<file path="config.mk">
export PLATFORM = sky130hd
export DESIGN_NAME = seg7_scan
export DESIGN_NICKNAME = d
export VERILOG_FILES = /design/src/rtl/seg7_scan_pkg.sv /design/src/rtl/seg7_decode.sv /design/src/rtl/seg7_scan.sv
export SDC_FILE = /design/constraint.sdc
export NUM_CORES = 1
export LEC_CHECK = 0
export ABC_AREA = 0
export BUFFER_PORTS_ARGS = -buffer_cell sky130_fd_sc_hd__buf_2
export CAP_MARGIN = 40
export CELL_PAD_IN_SITES_DETAIL_PLACEMENT = 1
export CELL_PAD_IN_SITES_GLOBAL_PLACEMENT = 1
export CORE_MARGIN = 3
export CORE_UTILIZATION = 49
export DETAILED_ROUTE_END_ITERATION = 8
export PLACE_DENSITY_LB_ADDON = 0.1
export SLEW_MARGIN = 25
export SYNTH_ARGS = -nofsm -noshare
export SYNTH_HDL_FRONTEND = slang
export SYNTH_SLANG_ARGS = --single-unit
</file>
<file path="constraint.sdc">
create_clock -name clk -period 3.3 [get_ports clk]
set_clock_uncertainty 0.05 [all_clocks]
set_input_delay 0.495 -clock clk [delete_from_list [all_inputs] [get_ports clk]]
set_output_delay 0.495 -clock clk [all_outputs]
set_load 0.005 [all_outputs]
</file>
<file path="src/rtl/seg7_scan_pkg.sv">
// Shared constants and helpers for the multiplexed 7-segment scanner.
package seg7_scan_pkg;

    // Active-low segment patterns, bit 7 is dp (kept off), bits 6:0 are g..a.
    localparam logic [7:0] SEG_0     = 8'hC0;
    localparam logic [7:0] SEG_1     = 8'hF9;
    localparam logic [7:0] SEG_2     = 8'hA4;
    localparam logic [7:0] SEG_3     = 8'hB0;
    localparam logic [7:0] SEG_4     = 8'h99;
    localparam logic [7:0] SEG_5     = 8'h92;
    localparam logic [7:0] SEG_6     = 8'h82;
    localparam logic [7:0] SEG_7     = 8'hF8;
    localparam logic [7:0] SEG_8     = 8'h80;
    localparam logic [7:0] SEG_9     = 8'h90;
    localparam logic [7:0] SEG_DASH  = 8'hBF;
    localparam logic [7:0] SEG_BLANK = 8'hFF;

    localparam int unsigned DIGITS = 4;
    localparam int unsigned IDX_W  = 2;

    typedef logic [IDX_W-1:0] digit_idx_t;

    // Prescaler length in clk cycles per displayed digit.
    function automatic int unsigned scan_div(input int unsigned clk_hz,
                                             input int unsigned scan_hz);
        return clk_hz / scan_hz;
    endfunction

endpackage

</file>
<file path="src/rtl/seg7_decode.sv">
// BCD nibble to active-low segment pattern; non-BCD shows a dash.
module seg7_decode
    import seg7_scan_pkg::*;
(
    input  logic [3:0] nibble,
    input  logic       blank,
    output logic [7:0] pattern_c
);

    // Pattern lookup, blank overrides everything.
    always_comb begin
        pattern_c = SEG_DASH;
        if (blank) begin
            pattern_c = SEG_BLANK;
        end else begin
            case (nibble)
                4'd0:    pattern_c = SEG_0;
                4'd1:    pattern_c = SEG_1;
                4'd2:    pattern_c = SEG_2;
                4'd3:    pattern_c = SEG_3;
                4'd4:    pattern_c = SEG_4;
                4'd5:    pattern_c = SEG_5;
                4'd6:    pattern_c = SEG_6;
                4'd7:    pattern_c = SEG_7;
                4'd8:    pattern_c = SEG_8;
                4'd9:    pattern_c = SEG_9;
                default: pattern_c = SEG_DASH;
            endcase
        end
    end

endmodule

</file>
<file path="src/rtl/seg7_scan.sv">
// Four-digit multiplexed 7-segment scanner with frame-coherent shadow
// register, anti-ghost blanking and optional leading-zero suppression.
module seg7_scan
    import seg7_scan_pkg::*;
#(
    parameter int unsigned CLK_HZ    = 50_000_000,
    parameter int unsigned SCAN_HZ   = 1000,
    parameter int unsigned BLANK_CYC = 8
) (
    input  logic        clk,
    input  logic        rst_n,
    input  logic [15:0] data,
    input  logic        blank_lz,
    output logic [7:0]  seg,
    output logic [3:0]  an
);

    localparam int unsigned DIV    = scan_div(CLK_HZ, SCAN_HZ);
    localparam int unsigned CNT_W  = (DIV > 1) ? $clog2(DIV) : 1;
    localparam int unsigned BCNT_W = $clog2(BLANK_CYC + 2);

    // Blanking must finish before the next digit change.
    generate
        if (DIV < BLANK_CYC + 2) begin : g_div_check
            $error("seg7_scan: CLK_HZ/SCAN_HZ must be at least BLANK_CYC+2");
        end
    endgenerate

    logic [CNT_W-1:0]  cnt;
    logic [BCNT_W-1:0] bcnt;
    digit_idx_t        idx;
    logic [15:0]       shadow;
    logic              valid;

    logic              tick_c;
    logic [3:0]        nib_c;
    logic              blank_c;
    logic [7:0]        pattern_c;
    logic [3:0]        an_c;
    logic [7:0]        seg_c;

    // One-cycle strobe at the last prescaler count.
    always_comb begin
        tick_c = (cnt == CNT_W'(DIV - 1));
    end

    // Prescaler: 0..DIV-1, wraps on tick.
    always_ff @(posedge clk or negedge rst_n) begin
        if (!rst_n) begin
            cnt <= '0;
        end else if (tick_c) begin
            cnt <= '0;
        end else begin
            cnt <= cnt + CNT_W'(1);
        end
    end

    // Digit index advances once per tick; frame is captured when leaving digit 3.
    always_ff @(posedge clk or negedge rst_n) begin
        if (!rst_n) begin
            idx    <= '0;
            shadow <= '0;
            valid  <= 1'b0;
        end else if (tick_c) begin
            idx <= idx + IDX_W'(1);
            if (idx == IDX_W'(DIGITS - 1)) begin
                shadow <= data;
                valid  <= 1'b1;
            end
        end
    end

    // Anti-ghost counter: loaded on each digit change, counts down to zero.
    always_ff @(posedge clk or negedge rst_n) begin
        if (!rst_n) begin
            bcnt <= '0;
        end else if (tick_c) begin
            bcnt <= BCNT_W'(BLANK_CYC);
        end else if (bcnt != '0) begin
            bcnt <= bcnt - BCNT_W'(1);
        end
    end

    // Select the nibble and blanking condition for the current digit.
    always_comb begin
        nib_c   = shadow[3:0];
        blank_c = !valid;
        case (idx)
            2'd0: nib_c = shadow[3:0];
            2'd1: begin
                nib_c = shadow[7:4];
                if (blank_lz && (shadow[7:4] == 4'd0)) blank_c = 1'b1;
            end
            2'd2: nib_c = shadow[11:8];
            2'd3: begin
                nib_c = shadow[15:12];
                if (blank_lz && (shadow[15:12] == 4'd0)) blank_c = 1'b1;
            end
            default: nib_c = shadow[3:0];
        endcase
    end

    seg7_decode u_decode (
        .nibble    (nib_c),
        .blank     (blank_c),
        .pattern_c (pattern_c)
    );

    // Next output values: all off during blanking, otherwise one digit lit.
    always_comb begin
        an_c  = 4'b1111;
        seg_c = SEG_BLANK;
        if (bcnt == '0) begin
            an_c  = ~(4'b0001 << idx);
            seg_c = pattern_c;
        end
    end

    // Registered outputs, forced off asynchronously by reset.
    always_ff @(posedge clk or negedge rst_n) begin
        if (!rst_n) begin
            an  <= 4'b1111;
            seg <= SEG_BLANK;
        end else begin
            an  <= an_c;
            seg <= seg_c;
        end
    end

endmodule

</file>
* Yosys cells after proc, flatten, opt, wreduce, memory -nomap -nowiden *
Memories as Yosys holds them, arrays and structs flattened.
Cells that the tools add are included.

word-level totals
  register bits = 51
  ROM bits = 112
  input bits = 19
  output and inout bits = 12
  word-level logic and storage cells = 37
  memories kept = 1

memory list
  name              words  bits a word  rd ports  clocked after Yosys merged registers in  write ports  line               source
  (name not given)  16     7            1         0                                        0            seg7_decode.sv:16  case (nibble)

cells by class
  $add $sub $neg = 3
  eq/ne operators = 4
  shifts and indexed selects = 1
  muxes and demuxes = 10
  bitwise gates (word level) = 1
  reductions and logical operators = 10

operator list
  kind                                                  number
  adder 16 x 1 -> 16 bit (second input constant)        1
  equality test 16 bit (second input constant)          1
  2-to-1 mux 16 bit                                     1
  2-to-1 mux 8 bit                                      2
  one-hot mux 4 bit (4 select lines)                    1
  zero test 4 bit                                       3
  2-to-1 mux 4 bit                                      3
  equality test 2 bit (second input constant)           2
  inverter 4 bit                                        1
  nonzero test 4 bit                                    1
  left shift 1 x 2 -> 4 bit (first input constant)      1
  subtractor 4 x 1 -> 4 bit (second input constant)     1
  adder 2 x 1 -> 2 bit (second input constant)          1
  equality test 2 x 1 -> 1 bit (second input constant)  1
  logical AND 1 bit                                     2
  zero test 2 bit                                       1
  2-to-1 mux 1 bit                                      2
  one-hot mux 1 bit (2 select lines)                    1
  AND reduction 2 bit                                   1
  nonzero test 2 bit                                    1
  zero test 1 bit                                       1

* Logic depth before layout (Yosys ltp) *
  depth in word-level cells = 6
  gate-level depth with buffers = 9
  mapped depth without buffers = 9

* Cells and area by module *
Synthesis repeated with hierarchy kept, for this count alone.

second synthesis, totals
  cell total of the unflattened synthesis = 218
  area, all modules = 2527.4 um2

by module, submodules not included
  module       times used  cells an instance  area each (um2)
  seg7_scan    1           181                2280.9
  seg7_decode  1           37                 246.5

* Least setup slack after synthesis *
No wires, ideal clock.

  path type = register to register
  from = register idx[0]
  to = register seg[3]
  data arrival time = 2.148 ns
  data required time = 3.153 ns
  slack = 1.005 ns
  cell stages (with the launch flop) = 10
  buffers on the path = 1
  period minus slack after synthesis = 2.295 ns
  path through = dfrtp_1 inv_1 ha_1 clkbuf_1 mux2i_1 inv_1 ha_1 inv_1 o21ai_0 o2111ai_1

between the ends
  longest elaborated chain between the ends = 5
  elaborated cells between the ends (all ways) = 9

RTL lines
  element                                            line               source
  start, declared                                    seg7_scan.sv:31    digit_idx_t idx;
  start signal, assigned                             seg7_scan.sv:65    idx <= idx + IDX_W'(1);
  equality test 2 bit, or another cell as far along  seg7_scan.sv:88    case (idx)
  one-hot mux 4 bit (4 select lines)                 seg7_scan.sv:88
  memory (16 x 7 bit)                                -
  2-to-1 mux 8 bit *                                 seg7_decode.sv:13  if (blank) begin
  2-to-1 mux 8 bit *                                 seg7_scan.sv:113   if (bcnt == '0) begin
  named net seg_c[3]                                 seg7_scan.sv:40    logic [7:0] seg_c;
  end signal, assigned                               seg7_scan.sv:126   seg <= seg_c;
  end, declared                                      seg7_scan.sv:14    output logic [7:0] seg,

Mark *: on every way through the listed nets, which the timed path passes. The rest lies on a longest branch.
A chain may end at the register's enable or synchronous reset.

* Worst setup path in the final report *
  from = register idx[1]
  to = register seg[3]

Same word-level chain as after synthesis.

==> flow_summary.ini <==
[critical_path]
worstReg2RegStart = idx[1]
crit_arrival_ps = 2570
critPathKind = flip-flop to flip-flop
cp_common_cell = inv_1
required_ps = 3470
rr_endpoint = seg[3]
crit_path_cell_trace = inv_1 -> ha_1 -> a222oi_1 -> mux2i_1 -> inv_1 -> ha_1 -> inv_1 -> o21ai_0 -> o2111ai_1
slowest_delay_ps = 440
end_kind = flip-flop
startpoint = idx[1]
endpoint = seg[3]
startpoint_type = flip-flop
worst-path-max-fanout = 6
crit_slowest_cell = dfrtp_1
r2r_slack_ps = 900
reg2reg_depth = 9

[layout]
area_delta_synth_final_pct = 15.3
num-nets-final = 268
design_area_mm2 = 0.00281
layout-drive-gt1-share = 0.305
diodes = 0

[drt]
drt-initial-drc-count = 57
first_pass_iters = 4
drc = 0
finalWirelength_mm = 5.15
routed-via-count = 1691
ant_nets = 0
via_per_inst = 5.53
wl_per_cell_um = 16.8

[synthesis]
yosys.area.top_type_share = 0.401
synthTopCellsByArea = dfrtp_1 (40%), dfstp_2 (12%), ha_1 (5.7%), mux2_4 (5.6%), mux2_2 (3.7%)
syn-num-nets = 235
synthesis.area_mm2 = 0.00243
ys_warn_count = 0
synth.most_common_cell = dfrtp_1
ys_types = 41
yosys-top-cells-count = dfrtp_1 (39), inv_1 (13), nor2_1 (13), dfstp_2 (11), ha_1 (11)
ys_seq_area_frac = 0.520
postSynthCellCount = 205
synthArstFlopShare = 1.00
ys_ff_latch = 50
avgSynthCellArea_um2 = 11.9
synth_area_leader_cell = dfrtp_1
ys.flop_type = dfrtp_1
synth-edff-count = 0

[sta]
fin_crit_sh = 0.726
fin_crit_ps = 2400
slew_violations = 0
hold_viol_final = 0
fmax_mhz = 417
setup_ws_ps = 905
setup_tns_ps = 0
setup_violations = 0
relSlewSlack = 0.439
worstMarginPinSlew_ps = 818
rsz0062_at_grt = false
worst_hold_slack_ps = 58.3

[cts]
htreeDepth = 2
cts_tree = done
clock_path_buffers = 2
numCtsBuffers = 5
hold_buffers = 0
cts-root-buf = clkbuf_8
ctsResizeCount = 0
post_cts_buffers = 0
clk_pin_slew_ps = 90
worstSkewPairLatency_ps = 310
clkSinkCount = 50

[pwr]
p_comb_frac = 0.049
p_seq_frac = 0.523
clock_power_share = 0.428
swShare = 0.209
intPower_mw = 0.954
p_sw_mw = 0.253
power.leakage_nw = 1.35
ir_worst_vdd_v = 0.000185
power_density_mw_per_mm2 = 430

[grt]
grt_pass1_vias = 1876
grtUsageTotal = 0.191
grt_overflow_total = 0
grt_antenna_before_repair = 0
grt_start_max_net_pins = 33
grt_pass1_wl_mm = 8.87

[die]
die_y_um = 76.5
row_count = 25
core-area_mm2 = 0.00475
start_util = 0.512
io_pins = 31
chipWidth_um = 76.5
fp.dieArea_mm2 = 0.00585

[placement]
dp_hpwl_mm = 3.85
post-place-ws_ps = 707
place_area_mm2 = 0.00266
gp_congestion = 0.790
port_buffers = 29

[outcome]
status = completed

[worst_hold_path]
hp-class = input port to asynchronous set/reset pin

[run]
drv_cap = 0
## power by group through the flow
stage / Combinational (mW) / Sequential [mW] / Clock, mW
2_1_floorplan: 0.0288 / 0.639 / 0
3_3_place_gp: 0.0518 / 0.642 / 0
3_5_place_dp: 0.0588 / 0.643 / 0
4_1_cts: 0.0594 / 0.631 / 0.529
5_1_grt: 0.0665 / 0.633 / 0.564
6_report: 0.0590 / 0.632 / 0.516
## worst max-delay path, delay by kind of cell (launching register included)
kind,cells,cell delay (ps)
AO/OA/AOI/OAI,3,440
flip-flops,1,440
multiplexers,1,430
adder cells (fa/ha/maj),2,630
buffers and inverters,3,330
## per-layer routing
metal  vias up  wire (um)  global-route usage
met5         -          0                   0
met3         8        159              0.0496
met4         0         85              0.0652
li1        789          -                   -
met1       871       2090               0.207
met2        23       2820               0.357
## final cells by class
class                   count  area, um^2
clock buffers               5        68.8
repair buffers             33         188
flip-flops and latches     50        1260
well taps                  67        83.8
fillers                   516        1950
clock inverters             3        68.8
inverters                  13        48.8
multi-input cells         135        1080
## registers in the layout, indices dropped and copies added (netlist names)
signal / flops
shadow: 16
cnt: 16
bcnt: 4
an: 4
seg: 7
valid: 1
idx: 2
## worst min-delay path by stage
stage / startpoint / slack, ps / cells past startpoint / endpoint
after floorplan: rst_n / 150 / 0 / bcnt[0]
after global placement: valid / 390 / 1 / valid
after detailed placement: valid / 390 / 1 / valid
after CTS: rst_n / 70 / 1 / shadow[10]
after global routing: rst_n / 70 / 1 / shadow[10]
final: rst_n / 60 / 1 / shadow[10]
## through the flow
step                instances   util  total power, mW
floorplan                 205      -            0.668
global placement          296  0.555            0.694
detailed placement        297  0.559            0.701
CTS                       305  0.588             1.22
global route              306  0.590             1.26
finish                    306  0.590             1.21
## cell usage in the layout (no fill, tap or decap), types with 4 or more instances in the layout
| cell type | instances |
|---|---|
| inv_1 | 13 |
| dfstp_2 | 11 |
| a21oi_1 | 5 |
| mux2i_1 | 4 |
| nand4_1 | 6 |
| xor2_1 | 8 |
| dfrtp_1 | 39 |
| nor2_1 | 13 |
| ha_1 | 11 |
| mux2_2 | 8 |
| mux2_4 | 9 |
| a222oi_1 | 4 |
| xnor2_1 | 6 |
| nand3_1 | 5 |
| o21ai_0 | 9 |
| buf_2 | 29 |
| nand2_1 | 10 |
| clkbuf_8 | 5 |
## logic make-up after synthesis
kind of cell / after synthesis / synth area share
multiplexers: 21 / 0.109
adder cells (fa/ha/maj): 11 / 0.0566
AO/OA/AOI/OAI: 26 / 0.0735
flip-flops: 50 / 0.520
buffers and inverters: 20 / 0.0355
XOR/XNOR: 14 / 0.0504
other: 1 / 0.00154
AND/OR/NAND/NOR: 62 / 0.154
Note: power is estimated with default switching activity, not from simulation.
